$ cat config.mk
export PLATFORM = sky130hd
export DESIGN_NAME = instruction_mem_loader
export DESIGN_NICKNAME = d
export VERILOG_FILES = /design/src/rtl/instruction_mem_loader.sv
export SDC_FILE = /design/constraint.sdc
export NUM_CORES = 1
export LEC_CHECK = 0
export CORE_UTILIZATION = 41
export DETAILED_ROUTE_END_ITERATION = 7
export DONT_BUFFER_PORTS = 1
export MAX_ROUTING_LAYER = met4
export PLACE_DENSITY_LB_ADDON = 0.1
export SYNTH_ARGS = -nofsm -noshare
export SYNTH_HDL_FRONTEND = slang
export SYNTH_SLANG_ARGS = --single-unit
$ cat constraint.sdc
create_clock -name clk -period 11.7 [get_ports clk]
set_input_delay 2.925 -clock clk [delete_from_list [all_inputs] [get_ports clk]]
set_output_delay 2.925 -clock clk [all_outputs]
set_load 0.02 [all_outputs]
$ cat src/rtl/instruction_mem_loader.sv
// instruction_mem_loader: boot-time loader that turns a byte stream
// (LEN_LO, LEN_HI, then 4*N little-endian payload bytes) into sequential
// single-cycle writes to instruction memory, holding the CPU until done.
// Optional feature macro: CHECKSUM_EN -- when defined, one trailing XOR
// checksum byte (over the length and payload bytes) must match for DONE.
module instruction_mem_loader #(
    parameter int unsigned MAX_WORDS = 16384,
    parameter logic [31:0] BASE_ADDR = 32'h0000_0000
) (
    input  logic        clk,
    input  logic        reset,
    input  logic [7:0]  rx_data,
    input  logic        rx_valid,
    output logic        rx_ready,
    output logic [31:0] imem_addr,
    output logic        imem_wr_en,
    output logic [31:0] imem_data,
    output logic        cpu_hold,
    output logic        load_done,
    output logic        load_error,
    output logic [14:0] words_loaded
);

    typedef enum logic [2:0] {
        LEN_LO = 3'd0,
        LEN_HI = 3'd1,
        DATA   = 3'd2,
        WRITE  = 3'd3,
`ifdef CHECKSUM_EN
        CSUM   = 3'd4,
`endif
        DONE   = 3'd5,
        ERROR  = 3'd6
    } state_t;

    // State entered once the payload is complete (or N == 0).
`ifdef CHECKSUM_EN
    localparam state_t TAIL_STATE = CSUM;
`else
    localparam state_t TAIL_STATE = DONE;
`endif
    localparam logic [16:0] MAX_LEN = 17'(MAX_WORDS);

    // States in which a byte may be taken from the source.
    function automatic logic accepts_bytes(input state_t s);
        logic r;
        case (s)
            LEN_LO, LEN_HI, DATA: r = 1'b1;
`ifdef CHECKSUM_EN
            CSUM:                 r = 1'b1;
`endif
            default:              r = 1'b0;
        endcase
        return r;
    endfunction

`ifdef CHECKSUM_EN
    // Running checksum is a plain byte-wise XOR.
    function automatic logic [7:0] csum_step(input logic [7:0] acc, input logic [7:0] b);
        return acc ^ b;
    endfunction
`endif

    state_t      state;
    state_t      next_state;
    logic [15:0] len;
    logic [1:0]  byte_idx;
    logic [23:0] word_lo;
    logic        accept;
    logic [15:0] len_full;
    logic        more_words;
    logic        last_byte;
`ifdef CHECKSUM_EN
    logic [7:0]  csum;
`endif

    assign accept     = rx_valid & rx_ready;
    assign len_full   = {rx_data, len[7:0]};
    assign more_words = (({1'b0, words_loaded}) + 16'd1) < len;
    assign last_byte  = (byte_idx == 2'd3);

    // State register.
    always_ff @(posedge clk or posedge reset) begin
        if (reset) begin
            state <= LEN_LO;
        end else begin
            state <= next_state;
        end
    end

    // Next-state decode; terminal states hold until reset.
    always_comb begin
        next_state = state;
        case (state)
            LEN_LO: begin
                if (accept) next_state = LEN_HI;
                else        next_state = state;
            end
            LEN_HI: begin
                if (accept) begin
                    if (len_full == 16'd0)                 next_state = TAIL_STATE;
                    else if ({1'b0, len_full} > MAX_LEN)   next_state = ERROR;
                    else                                   next_state = DATA;
                end else begin
                    next_state = state;
                end
            end
            DATA: begin
                if (accept && last_byte) next_state = WRITE;
                else                     next_state = state;
            end
            WRITE: begin
                if (more_words) next_state = DATA;
                else            next_state = TAIL_STATE;
            end
`ifdef CHECKSUM_EN
            CSUM: begin
                if (accept) begin
                    if (rx_data == csum) next_state = DONE;
                    else                 next_state = ERROR;
                end else begin
                    next_state = state;
                end
            end
`endif
            DONE:    next_state = DONE;
            ERROR:   next_state = ERROR;
            default: next_state = ERROR;
        endcase
    end

    // Length capture, byte assembly and word counter.
    always_ff @(posedge clk or posedge reset) begin
        if (reset) begin
            len          <= 16'd0;
            byte_idx     <= 2'd0;
            word_lo      <= 24'd0;
            words_loaded <= 15'd0;
        end else begin
            case (state)
                LEN_LO: if (accept) len[7:0] <= rx_data;
                LEN_HI: if (accept) len <= len_full;
                DATA: begin
                    if (accept) begin
                        case (byte_idx)
                            2'd0:    word_lo[7:0]   <= rx_data;
                            2'd1:    word_lo[15:8]  <= rx_data;
                            2'd2:    word_lo[23:16] <= rx_data;
                            default: word_lo        <= word_lo;
                        endcase
                        byte_idx <= byte_idx + 2'd1;
                    end
                end
                WRITE:   words_loaded <= words_loaded + 15'd1;
                default: len <= len;
            endcase
        end
    end

`ifdef CHECKSUM_EN
    // Checksum accumulates the length bytes and every payload byte.
    always_ff @(posedge clk or posedge reset) begin
        if (reset) begin
            csum <= 8'd0;
        end else if (accept && (state == LEN_LO || state == LEN_HI || state == DATA)) begin
            csum <= csum_step(csum, rx_data);
        end
    end
`endif

    // Registered outputs decoded from the state being entered, so each output
    // is valid for exactly the cycle the FSM spends in that state.
    always_ff @(posedge clk or posedge reset) begin
        if (reset) begin
            rx_ready   <= 1'b0;
            imem_wr_en <= 1'b0;
            imem_addr  <= BASE_ADDR;
            imem_data  <= 32'd0;
            cpu_hold   <= 1'b1;
            load_done  <= 1'b0;
            load_error <= 1'b0;
        end else begin
            rx_ready   <= accepts_bytes(next_state);
            imem_wr_en <= (next_state == WRITE);
            if (state == DATA && accept && last_byte) begin
                imem_addr <= BASE_ADDR + {15'd0, words_loaded, 2'b00};
                imem_data <= {rx_data, word_lo};
            end
            cpu_hold   <= (next_state != DONE);
            load_done  <= (next_state == DONE);
            load_error <= (next_state == ERROR);
        end
    end

endmodule

==> flow_summary.ini <==
[outcome]
status = completed

[finish]
layout_commonest_cell = dfrtp_1
syn_to_final_growth_pct = 7.49
final-instance-count-excl-fill = 578
final_cell_mix = dfrtp_1, mux2_2, nand2_1
drive_gt1_frac = 0.259
num_antenna_cells = 0
layout.nets = 436
final_cell_area_sq_um = 5530

[placement]
dp.cells = 562
place_congestion = 0.750
numPortBuffers = 0
place_area_sq_um = 5240
place_hpwl_mm = 6.73

[cts]
numCtsBuffers = 9
root_buffer = clkbuf_16
htree_num_levels = 3
cts_tree = built
post_cts_buffers = 0
hold_buffers = 0
cts_sinks = 112
clk_latency_ps = 360
ctsResizeCount = 0
clk_pin_slew_worst_paths_ps = 80
cts_buffer_depth = 2

[synth]
synth_top_area_cell = dfrtp_1
muxShareOfSynthArea = 0.181
synth_edf_count = 0
synth_area_sq_um = 5140
yosysSeqAreaShare = 0.545
ys.flop_type = dfrtp_1
synth_simple_gate_area_frac = 0.0847
netlist_instances = 407
yosys-top-cells-area = dfrtp_1, mux2_2, ha_1, xor2_1, buf_4
synth_warnings = 0
avgSynthCellArea_sq_um = 12.6
synth-xor-area-share = 0.0477
synth_top_area_frac = 0.540
synth.distinct_cells = 44
synth-compound-area-share = 0.0384
ys_ff_latch = 112
async_flop_share = 1.00
yosys.area_share.adder = 0.0487
synth_top_family_by_area = multiplexers

[sta]
slew_headroom = 0.307
slew_violations = 0
finalHoldViolations = 0
period_share = 0.370
layout_min_cycle_time_ps = 4330
fin_setup_tns_ps = 0
setup_violations = 0
rsz0062_at_grt = no
worstMarginPinSlew_ps = 1040
finClkSkew_ps = 11.7
max_freq_ghz = 0.231

[pwr]
combPwrFrac = 0.019
swShare = 0.223
p_switching_w = 0.000157
leakagePower_nw = 2.86
clockPowerShare = 0.431
power_density_nw_per_um2 = 127
p_seq_frac = 0.550
peakVddDrop_uv = 53.6
p_int_w = 0.000546

[detailed_routing]
wl_per_cell_um = 17.2
ant_nets = 0
drt-total-wl_mm = 9.94
firstDrtPassIters = 4
vias = 2942
drc = 0
via_per_inst = 5.09
drt_iter0_markers = 109

[worst_hold_path]
worstHoldStart = word_lo[7]
min_path_type = reg2reg
min_path_cells = 1
holdPathEnd = imem_data[7]

[floorplanning]
fp.dieW_um = 114
dieArea_sq_um = 13000
io_pins = 95
die_y_um = 114
start_util = 0.425
coreArea_sq_um = 12100
rows = 40

[critical_path]
r2r_end = state[1]
r2r_slack_ps = 8010
startpoint_type = primary input
rr_worst_depth = 12
end_kind = register
critPathKind = in2reg
cp.arrival_ps = 4580
r2r_start = words_loaded[0]
critPathRequiredTime_ps = 11950
path_max_fanout = 35

[global_routing]
grt.total_usage = 0.173
grt_pass1_wl_mm = 16.3
grt_max_degree = 85
antenna_found_initial = 0
grt.overflow.total = 0
grt_pass1_vias = 2986

[job]
maxCapViolCount = 0
[worst max-delay path, stage by stage]
cell and delay (ps):
nand2_1 100, nor4b_4 430, nand2_2 340, buf_4 410, mux2_4 350
[synthesized netlist by cell type, types with 2 or more instances]
cell type / count
o311ai_0: 2
xor2_1: 16
a21oi_1: 2
buf_2: 4
mux2_4: 8
nor3_1: 5
and3_1: 3
nand4_1: 5
xnor2_1: 12
nand2_2: 2
mux2_2: 72
o21ai_0: 12
nor4_1: 5
a211oi_1: 2
ha_1: 20
buf_4: 17
nand2_1: 32
a21boi_0: 2
nand3_1: 8
dfrtp_1: 111
clkbuf_1: 8
nor2_1: 15
inv_1: 22
or2_2: 2
[worst max-delay path by stage]
stage	from	to	slack, ps	cells after the start
after global routing	rx_valid	imem_data[24]	7260	5
final	rx_valid	imem_data[25]	7370	5
after detailed placement	rx_valid	imem_data[25]	6980	5
after CTS	rx_valid	imem_data[25]	7360	5
after global placement	rx_valid	imem_addr[2]	7060	5
after floorplan	reset	byte_idx[0]	5820	1
[cell families after synthesis]
group | count (synthesis)
adders and majority gates | 20
muxes | 80
buffers and inverters | 53
and+or+nand+nor | 84
DFF | 112
xor gates and xnor gates | 28
other | 1
AOI/OAI and AO/OA | 29
[per-stage QoR]
step           power [W]  worst slack [ps]  hold WS, ps   util
2_1_floorplan   0.000410              5820          475      -
3_3_place_gp    0.000408              7060          480  0.432
3_5_place_dp    0.000408              6980          488  0.432
4_1_cts         0.000713              7360          501  0.456
5_1_grt         0.000732              7260          520  0.456
6_report        0.000703              7370          498  0.456
[power groups by stage]
stage / registers [W] / logic [W] / clock network, W
floorplan: 0.000394 / 0.0000157 / 0
global placement: 0.000394 / 0.0000136 / 0
detailed placement: 0.000394 / 0.0000139 / 0
CTS: 0.000387 / 0.0000139 / 0.000312
global route: 0.000387 / 0.0000155 / 0.000330
finish: 0.000387 / 0.0000131 / 0.000303
[per-layer routing]
metal,share of wire,global-route usage
met5,0,-
met4,0.019,0.0753
met3,0.049,0.0351
met2,0.48,0.263
met1,0.46,0.225
[layout make-up]
cell class | instances | area, sq um
fillers | 1125 | 6580
flip-flops and latches | 112 | 2800
multi-input cells | 258 | 2120
clock buffers | 12 | 256
well taps | 168 | 210
inverters | 22 | 85.1
clock inverters | 4 | 33.8
repair buffers | 2 | 15.0
[registers in the layout, indices dropped and copies added, names as in the netlist, 2 cells and up]
signal / cells
imem_data: 32
word_lo: 24
len: 16
imem_addr: 15
words_loaded: 15
state: 3
byte_idx: 2
No activity file was read; power rests on OpenSTA's default activity.
